### src/rtl/wb_arbiter_2m.sv
// Two-master Wishbone arbiter: round-robin ownership of one shared slave bus.
// Latency: grant registered, one cycle from mX cyc to s_wb_cyc_o; data/ack/err paths combinational.
// Backpressure: the losing master simply waits with cyc high; a stalled slave holds the grant
// unless the optional stall timeout (macro WB_ARB_TIMEOUT_EN) is compiled in.
module wb_arbiter_2m #(
  parameter int TIMEOUT_CYCLES = 255
) (
  input  logic        i_clk,
  input  logic        i_reset,
  // master 0
  input  logic        m0_wb_cyc_i,
  input  logic        m0_wb_stb_i,
  input  logic        m0_wb_we_i,
  input  logic [31:0] m0_wb_adr_i,
  input  logic [31:0] m0_wb_dat_i,
  input  logic [3:0]  m0_wb_sel_i,
  output logic [31:0] m0_wb_dat_o,
  output logic        m0_wb_ack_o,
  output logic        m0_wb_err_o,
  // master 1
  input  logic        m1_wb_cyc_i,
  input  logic        m1_wb_stb_i,
  input  logic        m1_wb_we_i,
  input  logic [31:0] m1_wb_adr_i,
  input  logic [31:0] m1_wb_dat_i,
  input  logic [3:0]  m1_wb_sel_i,
  output logic [31:0] m1_wb_dat_o,
  output logic        m1_wb_ack_o,
  output logic        m1_wb_err_o,
  // shared slave bus
  output logic        s_wb_cyc_o,
  output logic        s_wb_stb_o,
  output logic        s_wb_we_o,
  output logic [31:0] s_wb_adr_o,
  output logic [31:0] s_wb_dat_o,
  output logic [3:0]  s_wb_sel_o,
  input  logic [31:0] s_wb_dat_i,
  input  logic        s_wb_ack_i,
  input  logic        s_wb_err_i,
  // current owner, one-hot
  output logic [1:0]  o_grant
);

  // Encoding is chosen so the state register is the one-hot grant vector itself.
  typedef enum logic [1:0] {
    IDLE = 2'b00,
    GNT0 = 2'b01,
    GNT1 = 2'b10
  } state_t;

  state_t r_state;
  state_t w_state_nxt;
  // Round-robin pointer: 0 favours master 0 on a tie, 1 favours master 1.
  logic   r_prio;
  logic   w_prio_nxt;

  logic   w_gnt0;
  logic   w_gnt1;
  logic   w_to_err;

  assign w_gnt0  = (r_state == GNT0);
  assign w_gnt1  = (r_state == GNT1);
  assign o_grant = r_state;

  // State and round-robin pointer registers.
  always_ff @(posedge i_clk) begin
    if (i_reset) begin
      r_state <= IDLE;
      r_prio  <= 1'b0;
    end else begin
      r_state <= w_state_nxt;
      r_prio  <= w_prio_nxt;
    end
  end

  // Next-state: grant from IDLE, hold while owner keeps cyc, release through IDLE.
  always_comb begin
    w_state_nxt = r_state;
    w_prio_nxt  = r_prio;
    case (r_state)
      IDLE: begin
        if (m0_wb_cyc_i && m1_wb_cyc_i) begin
          w_state_nxt = r_prio ? GNT1 : GNT0;
        end else if (m0_wb_cyc_i) begin
          w_state_nxt = GNT0;
        end else if (m1_wb_cyc_i) begin
          w_state_nxt = GNT1;
        end
      end
      GNT0: begin
        if (!m0_wb_cyc_i) begin
          w_state_nxt = IDLE;
          w_prio_nxt  = 1'b1;
        end
      end
      GNT1: begin
        if (!m1_wb_cyc_i) begin
          w_state_nxt = IDLE;
          w_prio_nxt  = 1'b0;
        end
      end
      default: begin
        w_state_nxt = IDLE;
      end
    endcase
  end

  // Request mux: owner's signals onto the slave bus, all zero when idle.
  always_comb begin
    s_wb_cyc_o = 1'b0;
    s_wb_stb_o = 1'b0;
    s_wb_we_o  = 1'b0;
    s_wb_adr_o = 32'h0;
    s_wb_dat_o = 32'h0;
    s_wb_sel_o = 4'h0;
    if (w_gnt0) begin
      s_wb_cyc_o = m0_wb_cyc_i;
      s_wb_stb_o = m0_wb_stb_i;
      s_wb_we_o  = m0_wb_we_i;
      s_wb_adr_o = m0_wb_adr_i;
      s_wb_dat_o = m0_wb_dat_i;
      s_wb_sel_o = m0_wb_sel_i;
    end else if (w_gnt1) begin
      s_wb_cyc_o = m1_wb_cyc_i;
      s_wb_stb_o = m1_wb_stb_i;
      s_wb_we_o  = m1_wb_we_i;
      s_wb_adr_o = m1_wb_adr_i;
      s_wb_dat_o = m1_wb_dat_i;
      s_wb_sel_o = m1_wb_sel_i;
    end
  end

`ifdef WB_ARB_TIMEOUT_EN
  // Count of consecutive stalled strobe cycles already completed.
  localparam logic [15:0] LP_TO_LAST = 16'(TIMEOUT_CYCLES - 1);

  logic [15:0] r_to_cnt;
  logic        w_stall;

  assign w_stall  = s_wb_stb_o && !s_wb_ack_i && !s_wb_err_i;
  // Fires during the TIMEOUT_CYCLES-th stalled cycle; the count restarts afterwards.
  assign w_to_err = w_stall && (r_to_cnt == LP_TO_LAST);

  // Stall counter: cleared by any response, by strobe low, or by its own error.
  always_ff @(posedge i_clk) begin
    if (i_reset) begin
      r_to_cnt <= 16'h0;
    end else if (!w_stall || w_to_err) begin
      r_to_cnt <= 16'h0;
    end else begin
      r_to_cnt <= r_to_cnt + 16'h1;
    end
  end
`else
  assign w_to_err = 1'b0;
`endif

  // Response routing: read data to both, ack/err only to the owner.
  always_comb begin
    m0_wb_dat_o = s_wb_dat_i;
    m1_wb_dat_o = s_wb_dat_i;
    m0_wb_ack_o = w_gnt0 && s_wb_ack_i;
    m1_wb_ack_o = w_gnt1 && s_wb_ack_i;
    m0_wb_err_o = w_gnt0 && (s_wb_err_i || w_to_err);
    m1_wb_err_o = w_gnt1 && (s_wb_err_i || w_to_err);
  end

endmodule
### config.mk
export PLATFORM = sky130hd
export DESIGN_NAME = wb_arbiter_2m
export DESIGN_NICKNAME = d
export VERILOG_FILES = /design/src/rtl/wb_arbiter_2m.sv
export SDC_FILE = /design/constraint.sdc
export NUM_CORES = 1
export LEC_CHECK = 0
export ABC_AREA = 1
export BUFFER_PORTS_ARGS = -buffer_cell sky130_fd_sc_hd__buf_2
export CAP_MARGIN = 20
export CELL_PAD_IN_SITES_DETAIL_PLACEMENT = 1
export CELL_PAD_IN_SITES_GLOBAL_PLACEMENT = 2
export CORE_MARGIN = 5
export CORE_UTILIZATION = 10
export DETAILED_ROUTE_END_ITERATION = 12
export GPL_TIMING_DRIVEN = 0
export HOLD_SLACK_MARGIN = 0.02
export PLACE_DENSITY = 0.88
export SYNTH_ARGS = -nofsm -noshare
export SYNTH_HDL_FRONTEND = slang
export SYNTH_SLANG_ARGS = --single-unit
export TNS_END_PERCENT = 10
### constraint.sdc
create_clock -name i_clk -period 1.1 [get_ports i_clk]
set_clock_uncertainty 0.05 [all_clocks]
set_input_delay 0.165 -clock i_clk [delete_from_list [all_inputs] [get_ports i_clk]]
set_output_delay 0.165 -clock i_clk [all_outputs]
set_load 0.005 [all_outputs]
==> flow_summary.ini, run 1 <==
[status]
status = finished, violations left
violations = setup timing

[floorplanning]
rows = 49
die_x_um = 144
die_area_um2 = 20700
dieHeight_um = 144
io_pins = 319
start_util_pct = 10.1
core_um2 = 17800

[power]
p_int_w = 0.00168
power.density_nw_per_um2 = 694
p_comb_share_pct = 73.7
peakVddDrop_mv = 0.358
p_sw_w = 0.00106
power_leakage_nw = 2.49
p_clk_share_pct = 20.9
swShare_pct = 38.7
pwr-share-seq_pct = 5.4

[setup_path]
slowest_delay_ns = 0.42
worstPathRequired_ns = 0.88
crit_arrival_ns = 1.22
critPathTopFamily = flip-flops
path_cells = buf_12 > buf_6 > nand3_1 > nand2_1 > buf_2
path_class = reg -> out
critPathMaxFanout = 10
end_kind = output pin
start_kind = flip-flop
slowest_stage = dfxtp_4
crit_buf_inv = 3

[global_routing]
grtUsageMet3_pct = 2.06
antenna_found_initial = 0
grt_start_max_net_pins = 11
grt_pass1_wl_um = 17800
grt_use_met2_pct = 20.9
gr-max-usage-layer = met2
grt_usage_pct = 10.6
grt_overflow = 0
grt_pass1_vias = 3457
grtUsageMet1_pct = 11.8

[sta]
slew_headroom_pct = 89.7
final_hold_viol_count = 0
timing.final.crit_period_ns = 1.44
fmax_ghz = 0.695
rsz0062_at_grt = yes
holdWs_ns = 0.0983
period_share_pct = 131
worst_slack_ns = -0.340
setup_viol = 77
slew_viol_final = 0
tightestPinTransition_ns = 0.155

[synthesis]
synth_nets = 514
yosysSeqAreaShare_pct = 3.35
synthTopCellsByCount = nand3_1 (144), nand2_1 (77), buf_4 (64)
synth_top_area_share_pct = 40.2
ys_ff_latch = 3
synthArstFlopShare_pct = 0
synthCells = 336
synth_cell_types = 14
synth_flop_cell = dfxtp_1
synthesis.area_um2 = 1790
ys_warn_count = 0
synth_top_cell_by_area = nand3_1
synth_edf_count = 0
postSynthAreaPerCell_um2 = 5.34
yosysMostFrequentCell = nand3_1
synth.area.top_cells = nand3_1 (40%), buf_4 (27%), nand2_1 (16%)

[routing]
wl_per_cell_um = 14.2
vias_per_cell = 3.86
dr.pass1.iters = 4
drc_errors = 0
num_vias = 3312
drt-total-wl_um = 12200
dr.first_iter.drc_count = 69
drtAntennaViolNets = 0

[clock_network]
clock_latency_ns = 0.22
root_buffer = clkbuf_16
cts_buffers = 3
cts_max_level = 1
clkSinkCount = 3
clock_tree.buffer_depth = 2
clkTransAtPathRegs_ns = 0.03
cts_tree = yes

[cells_and_area]
fillerInstances = 2326
antenna_cells = 0
register_area_um2 = 67.6
fin_area_um2 = 3960
syn2layout_area_growth_pct = 121
final_util_pct = 22.2
drive_gt1_share_pct = 63.3
multi_input_comb_area_um2 = 1110
nets = 809

[place]
dp_hpwl_um = 10400
portBuffers = 286
postPlaceCellArea_um2 = 3510
gp_congestion = 0.705

[hold_path]
hold_path_class = in -> reg

[job]
cap_violations = 0
-- cells in the final DEF, fill, tap and decap left out, drive strengths merged --
cell type,n
nor3b,1
buf,381
o21bai,1
clkbuf,7
nand2,77
nand3,144
inv,5
nor2,10
a21oi,1
dfxtp,3
-- power groups by stage --
stage	Sequential [W]	Clock, W	Combinational, W
final	0.000149	0.000575	0.00202
after global routing	0.000152	0.000592	0.00225
after CTS	0.000148	0.000586	0.00198
after detailed placement	0.000134	0	0.00179
after global placement	0.000134	0	0.00177
after floorplan	0.000131	0	0.000862
-- metrics by stage --
| step | setup WS [ns] | cells | total power [W] | setup TNS [ns] |
|---|---|---|---|---|
| after floorplan | 0.0151 | 336 | 0.000993 | 0 |
| after global placement | -0.505 | 851 | 0.00191 | -24.81 |
| after detailed placement | -0.508 | 851 | 0.00192 | -24.81 |
| after CTS | -0.365 | 857 | 0.00271 | -24.63 |
| after global routing | -0.406 | 859 | 0.00299 | -27.54 |
| final | -0.340 | 859 | 0.00275 | -22.09 |
-- layer usage --
| layer | vias up | wire, µm | share of wire [%] |
|---|---|---|---|
| met5 | - | 0 | 0 |
| met4 | 0 | 74 | 0.61 |
| met3 | 4 | 1000 | 8.2 |
| met2 | 143 | 6580 | 54 |
| met1 | 1513 | 4560 | 37 |
| li1 | 1652 | - | - |
-- kinds of logic (layout without fill, tap and decap cells) --
kind of cell	count (synthesis)	in the layout	share of synthesized area [%]
buffers and inverters	99	393	36.8
DFF	3	3	3.35
and+or+nand+nor	232	232	59.2
AOI/OAI and AO/OA	2	2	0.697
-- sequential cells by signal, summed over array words and instances, names as in the netlist --
| signal | cells |
|---|---|
| o_grant | 2 |
| r_prio | 1 |
-- final timing paths --
check	cells past startpoint	endpoint	slack, ns	start
max	5	s_wb_dat_o[4]	-0.34	o_grant[1]
min	2	o_grant[0]	0.1	i_reset
min reg2reg	3	o_grant[0]	0.53	r_prio
max reg2reg	8	o_grant[1]	-0.09	o_grant[0]
-- final cells by class --
cell class | count | share of cell area [%]
Inverter | 5 | 0.791
Buffer | 94 | 21.8
Sequential cell | 3 | 1.71
Tap cell | 229 | 7.24
Multi-Input combinational cell | 234 | 28.1
Timing Repair Buffer | 290 | 38.4
Clock buffer | 4 | 1.99
-- repair_timing --
item,CTS,global route
setup endpoints to repair,78,78
pin swaps,0,1
gates cloned,1,2
hold buffers,0,0
gates resized for setup,65,22
hold endpoints to repair,0,0
buffers inserted,1,0
No activity file was read; power rests on OpenSTA's default activity.
==> run 2, diff against run 1 <==
- ABC_AREA: 1 -> unset
- PLACE_DENSITY: 0.88 -> 0.95
==> flow_summary.ini, run 2 <==
[cells_and_area]
largest_reg_flops = 2
final_util_pct = 25.8
register_area_um2 = 67.6
fin_area_um2 = 3450
layout_commonest_cell = buf_2
final_cell_mix = buf_2 (282), buf_4 (71), a22o_1 (69)
nets = 650
antenna_cells = 0
syn2layout_area_growth_pct = 152
fillerInstances = 1697
multi_input_comb_area_um2 = 766
final_cells = 647
drive_gt1_share_pct = 82.8

[synthesis]
synthTopCellsByCount = buf_4 (73), a22o_1 (71), buf_2 (7)
synth_edf_count = 0
postSynthAreaPerCell_um2 = 8.04
synth_cell_types = 11
synth_top_cell_by_area = a22o_1
synth_top_area_share_pct = 45.5
synth_adder_area_share_pct = 0
synth_compound_area_share_pct = 47.5
yosysMostFrequentCell = buf_4
ys_warn_count = 0
synthMuxAreaShare_pct = 0
synth-xor-area-share_pct = 0
synthCells = 170
yosysSeqAreaShare_pct = 4.39
synthArstFlopShare_pct = 0
synth.area.top_cells = a22o_1 (45%), buf_4 (40%), dfxtp_1 (4.4%)
synth_flop_cell = dfxtp_1
synth-simple-area-share_pct = 4.67
synth_top_family_by_area = compound AO/OA/AOI/OAI gates
ys_ff_latch = 3
synthesis.area_um2 = 1370
synth_nets = 348

[global_routing]
grt_overflow = 0
grt_usage_pct = 11.3
grt_pass1_wl_um = 14600
antenna_found_initial = 0
grt_pass1_vias = 2698
grt_start_max_net_pins = 11

[clock_network]
cts_buffers = 3
clock_tree.buffer_depth = 2
root_buffer = clkbuf_16
cts_tree = yes
clkSinkCount = 3
clkTransAtPathRegs_ns = 0.03
clock_latency_ns = 0.22
cts_max_level = 1

[setup_path]
r2r-end = o_grant[0]
start_kind = flip-flop
critPathMaxFanout = 10
slowest_stage = dfxtp_4
slowest_delay_ns = 0.35
reg2reg_depth = 4
r2r_start = o_grant[0]
worstPathRequired_ns = 0.88
end_kind = output pin
path_cells = nor2b_2 > buf_12 > buf_8 > a22o_4 > buf_2
critPathTopFamily = buffers and inverters
crit_arrival_ns = 1.39
path_class = reg -> out
crit_buf_inv = 3
rrSetupSlack_ns = 0.05

[routing]
vias_per_cell = 3.82
dr.first_iter.drc_count = 42
num_vias = 2469
wl_per_cell_um = 16.2
dr.pass1.iters = 4
drt-total-wl_um = 10500
drc_errors = 0
drtAntennaViolNets = 0

[place]
dp_hpwl_um = 9170
portBuffers = 286
postPlaceCellArea_um2 = 3050
gp_congestion = 0.746
post-place-cells = 632

[hold_path]
hold_end = o_grant[0]
hold_path_class = in -> reg
hp-start = i_reset
hold_path_depth = 2

[sta]
rsz0062_at_grt = yes
setup_viol = 75
fmax_ghz = 0.623
timing.final.crit_period_ns = 1.60
slew_viol_final = 0
tightestPinTransition_ns = 0.252
period_share_pct = 146
final_hold_viol_count = 0
slew_headroom_pct = 83.2
worst_slack_ns = -0.504

[power]
power.density_nw_per_um2 = 579
power_leakage_nw = 2.10
p_sw_w = 0.000591
p_int_w = 0.00140
pwr-share-seq_pct = 6.1
p_comb_share_pct = 65.2
p_clk_share_pct = 28.7
power.total_w = 0.00200
swShare_pct = 29.6
peakVddDrop_mv = 0.398

[floorplanning]
core_um2 = 13300
start_util_pct = 10.2
dieHeight_um = 127
die_area_um2 = 16100
io_pins = 319
rows = 42
die_x_um = 127

[status]
status = finished, violations left
violations = setup timing

[job]
cap_violations = 0
==> run 2: cell types whose count changed in the layout (fill, tap and decap cells not counted), sizes merged, moves of 2 or more <==
cell / change
nor2b: +4
inv: -2
nor2: -10
buf: -7
nand2: -77
a2111oi: +2
and2: +4
nand3: -144
a22o: +71
==> run 2: how the worst max path moves through the flow <==
| stage | from | end | slack (ns) | cells after the start |
|---|---|---|---|---|
| after detailed placement | o_grant[1] | s_wb_adr_o[3] | -0.50 | 5 |
| after global routing | o_grant[0] | s_wb_dat_o[6] | -0.57 | 5 |
| after floorplan | o_grant[0] | s_wb_adr_o[0] | -0.07 | 4 |
| final | o_grant[1] | s_wb_adr_o[3] | -0.50 | 5 |
| after global placement | o_grant[1] | s_wb_adr_o[3] | -0.50 | 5 |
| after CTS | o_grant[0] | s_wb_adr_o[8] | -0.56 | 5 |
==> run 2: routing by layer <==
| layer | vias to the layer above | wire, µm | track usage [%] |
|---|---|---|---|
| li1 | 1186 | - | - |
| met3 | 4 | 1350 | 3.87 |
| met5 | - | 0 | 0 |
| met4 | 0 | 28 | 1.45 |
| met2 | 186 | 5760 | 23.0 |
| met1 | 1093 | 3340 | 11.3 |
==> run 2: cell type report <==
| type | count | area share (%) |
|---|---|---|
| Timing Repair Buffer | 297 | 46.3 |
| Multi-Input combinational cell | 84 | 22.2 |
| Inverter | 3 | 0.327 |
| Sequential cell | 3 | 1.96 |
| Buffer | 80 | 20.5 |
| Tap cell | 176 | 6.39 |
| Clock buffer | 4 | 2.29 |
==> run 2: logic make-up (layout without fill, tap and decap cells) <==
group | after synthesis | in the layout
AO/OA/AOI/OAI | 74 | 74
buffers and inverters | 83 | 384
flip-flops | 3 | 3
AND/OR/NAND/NOR | 10 | 10
==> run 2: timing repair <==
action,in CTS,in global routing
pin swaps,3,2
endpoints found under the setup margin,75,77
gates resized for setup,32,15
setup buffers,4,3
hold buffers,0,0
gates cloned,1,3
==> run 2: power by group through the flow <==
stage / Sequential (W) / Clock [W] / Combinational (W)
after detailed placement: 0.000127 / 0 / 0.00118
after global placement: 0.000127 / 0 / 0.00116
after global routing: 0.000123 / 0.000596 / 0.00142
after CTS: 0.000123 / 0.000582 / 0.00125
after floorplan: 0.000125 / 0 / 0.000516
final: 0.000122 / 0.000573 / 0.00130
==> run 2: metrics by stage <==
stage | TNS [ns] | setup slack (ns) | hold WS, ns
final | -33.78 | -0.504 | 0.107
after global routing | -38.91 | -0.574 | 0.113
after CTS | -37.45 | -0.561 | 0.0955
after detailed placement | -28.58 | -0.500 | 0.324
after global placement | -28.13 | -0.496 | 0.317
after floorplan | -4.97 | -0.0716 | 0.197
==> run 3, diff against run 2 <==
- CELL_PAD_IN_SITES_DETAIL_PLACEMENT: 1 -> 0
- SLEW_MARGIN: unset -> 20
==> flow_summary.ini, run 3 (synthesis results as in run 2) <==
[floorplanning]
core_um2 = 13300
die_x_um = 127
die_area_um2 = 16100
rows = 42
io_pins = 319
start_util_pct = 10.2
dieHeight_um = 127

[routing]
num_vias = 2394
drc_errors = 0
drt-total-wl_um = 9550
vias_per_cell = 3.69
drtAntennaViolNets = 0
dr.pass1.iters = 4
dr.first_iter.drc_count = 47
wl_per_cell_um = 14.7

[cells_and_area]
fillerInstances = 1498
register_area_um2 = 67.6
antenna_cells = 0
final_cells = 649
multi_input_comb_area_um2 = 749
nets = 652
largest_reg_flops = 2
fin_area_um2 = 3410
syn2layout_area_growth_pct = 150
final_cell_mix = buf_2 (282), buf_4 (72), a22o_1 (70)
drive_gt1_share_pct = 82.2
layout_commonest_cell = buf_2

[setup_path]
slowest_delay_ns = 0.34
reg2reg_depth = 3
crit_arrival_ns = 1.37
critPathMaxFanout = 10
r2r-end = r_prio
rrSetupSlack_ns = 0.05
path_class = reg -> out
start_kind = flip-flop
path_cells = nor2b_4 > buf_12 > buf_6 > a22o_4 > buf_2
worstPathRequired_ns = 0.88
r2r_start = o_grant[1]
end_kind = output pin
slowest_stage = dfxtp_4

[power]
p_clk_share_pct = 29.0
p_comb_share_pct = 64.8
power_leakage_nw = 2.09
power.density_nw_per_um2 = 574
peakVddDrop_mv = 0.418
power.total_w = 0.00196
swShare_pct = 29.0
p_int_w = 0.00139
pwr-share-seq_pct = 6.2
p_sw_w = 0.000569

[place]
dp_hpwl_um = 8250
postPlaceCellArea_um2 = 3050
portBuffers = 286
gp_congestion = 0.746
post-place-cells = 632

[sta]
setup_viol = 75
worst_slack_ns = -0.488
period_share_pct = 144
slew_headroom_pct = 81.9
fmax_ghz = 0.630
rsz0062_at_grt = yes
tightestPinTransition_ns = 0.272
timing.final.crit_period_ns = 1.59
slew_viol_final = 0
final_hold_viol_count = 0

[clock_network]
cts_max_level = 1
root_buffer = clkbuf_16
clock_tree.buffer_depth = 2
clock_latency_ns = 0.22
clkSinkCount = 3
cts_tree = yes
ctsHoldBuffers = 0
clkTransAtPathRegs_ns = 0.03
cts_buffers = 3

[global_routing]
grt_pass1_wl_um = 13500
grt_start_max_net_pins = 11
antenna_found_initial = 0
grt_pass1_vias = 2523
grt_overflow = 0
grt_usage_pct = 10.5

[status]
violations = setup timing
status = finished, violations left

[hold_path]
hold_end = o_grant[0]
hold_path_depth = 2
hold_path_class = in -> reg
hp-start = i_reset

[job]
cap_violations = 0
[run 3: cell types whose count changed in the layout (fill, tap and decap cells not counted), sizes merged]
cell	change
buf	+4
clkbuf	-2
[run 3: worst max path at each step]
| stage | slack [ns] | endpoint | start | depth (start not counted) |
|---|---|---|---|---|
| after floorplan | -0.07 | s_wb_adr_o[0] | o_grant[0] | 4 |
| after global placement | -0.50 | s_wb_adr_o[3] | o_grant[1] | 5 |
| after detailed placement | -0.49 | s_wb_adr_o[3] | o_grant[1] | 5 |
| after CTS | -0.53 | s_wb_adr_o[12] | o_grant[0] | 6 |
| after global routing | -0.56 | s_wb_adr_o[0] | o_grant[1] | 5 |
| final | -0.49 | s_wb_adr_o[3] | o_grant[0] | 5 |
[run 3: metrics by stage]
step / hold WS, ns / utilization (%) / setup TNS [ns] / worst slack, ns
final: 0.113 / 25.6 / -32.68 / -0.488
after global routing: 0.125 / 25.6 / -38.58 / -0.557
after CTS: 0.0934 / 25.4 / -36.98 / -0.528
after detailed placement: 0.320 / 22.9 / -28.00 / -0.487
after global placement: 0.317 / 22.9 / -28.13 / -0.496
after floorplan: 0.197 / - / -4.97 / -0.0716
[run 3: critical path, delay by kind of cell (launching register included)]
kind | cells | cell delay, ns
buf+inv | 3 | 0.41
flops | 1 | 0.34
compound gates | 1 | 0.25
simple gates | 1 | 0.14
[run 3: power by group through the flow]
| stage | logic [W] | clock network, W | registers (W) |
|---|---|---|---|
| after floorplan | 0.000516 | 0 | 0.000125 |
| after global placement | 0.00116 | 0 | 0.000127 |
| after detailed placement | 0.00116 | 0 | 0.000127 |
| after CTS | 0.00129 | 0.000576 | 0.000122 |
| after global routing | 0.00139 | 0.000588 | 0.000123 |
| final | 0.00127 | 0.000568 | 0.000122 |
[run 3: layer usage]
metal | GRT usage, % | share of wire, %
met5 | 0 | 0
met1 | 10.2 | 32
met2 | 21.5 | 54
met3 | 3.32 | 13
met4 | 1.89 | 0.98
[run 3: layout make-up]
type                    count  share of cell area, %
flip-flops and latches      3                   1.98
multi-input cells          84                   21.9
plain buffers              80                   20.0
well taps                 176                   6.45
clock buffers               4                   2.31
inverters                   3                  0.330
repair buffers            299                   46.9
[run 3: what timing repair did]
action                     in CTS  in global routing
setup endpoints to repair      75                 78
gates cloned                    8                  1
resized for setup              48                  6
pin swaps                       7                  3
setup buffers                   5                  0
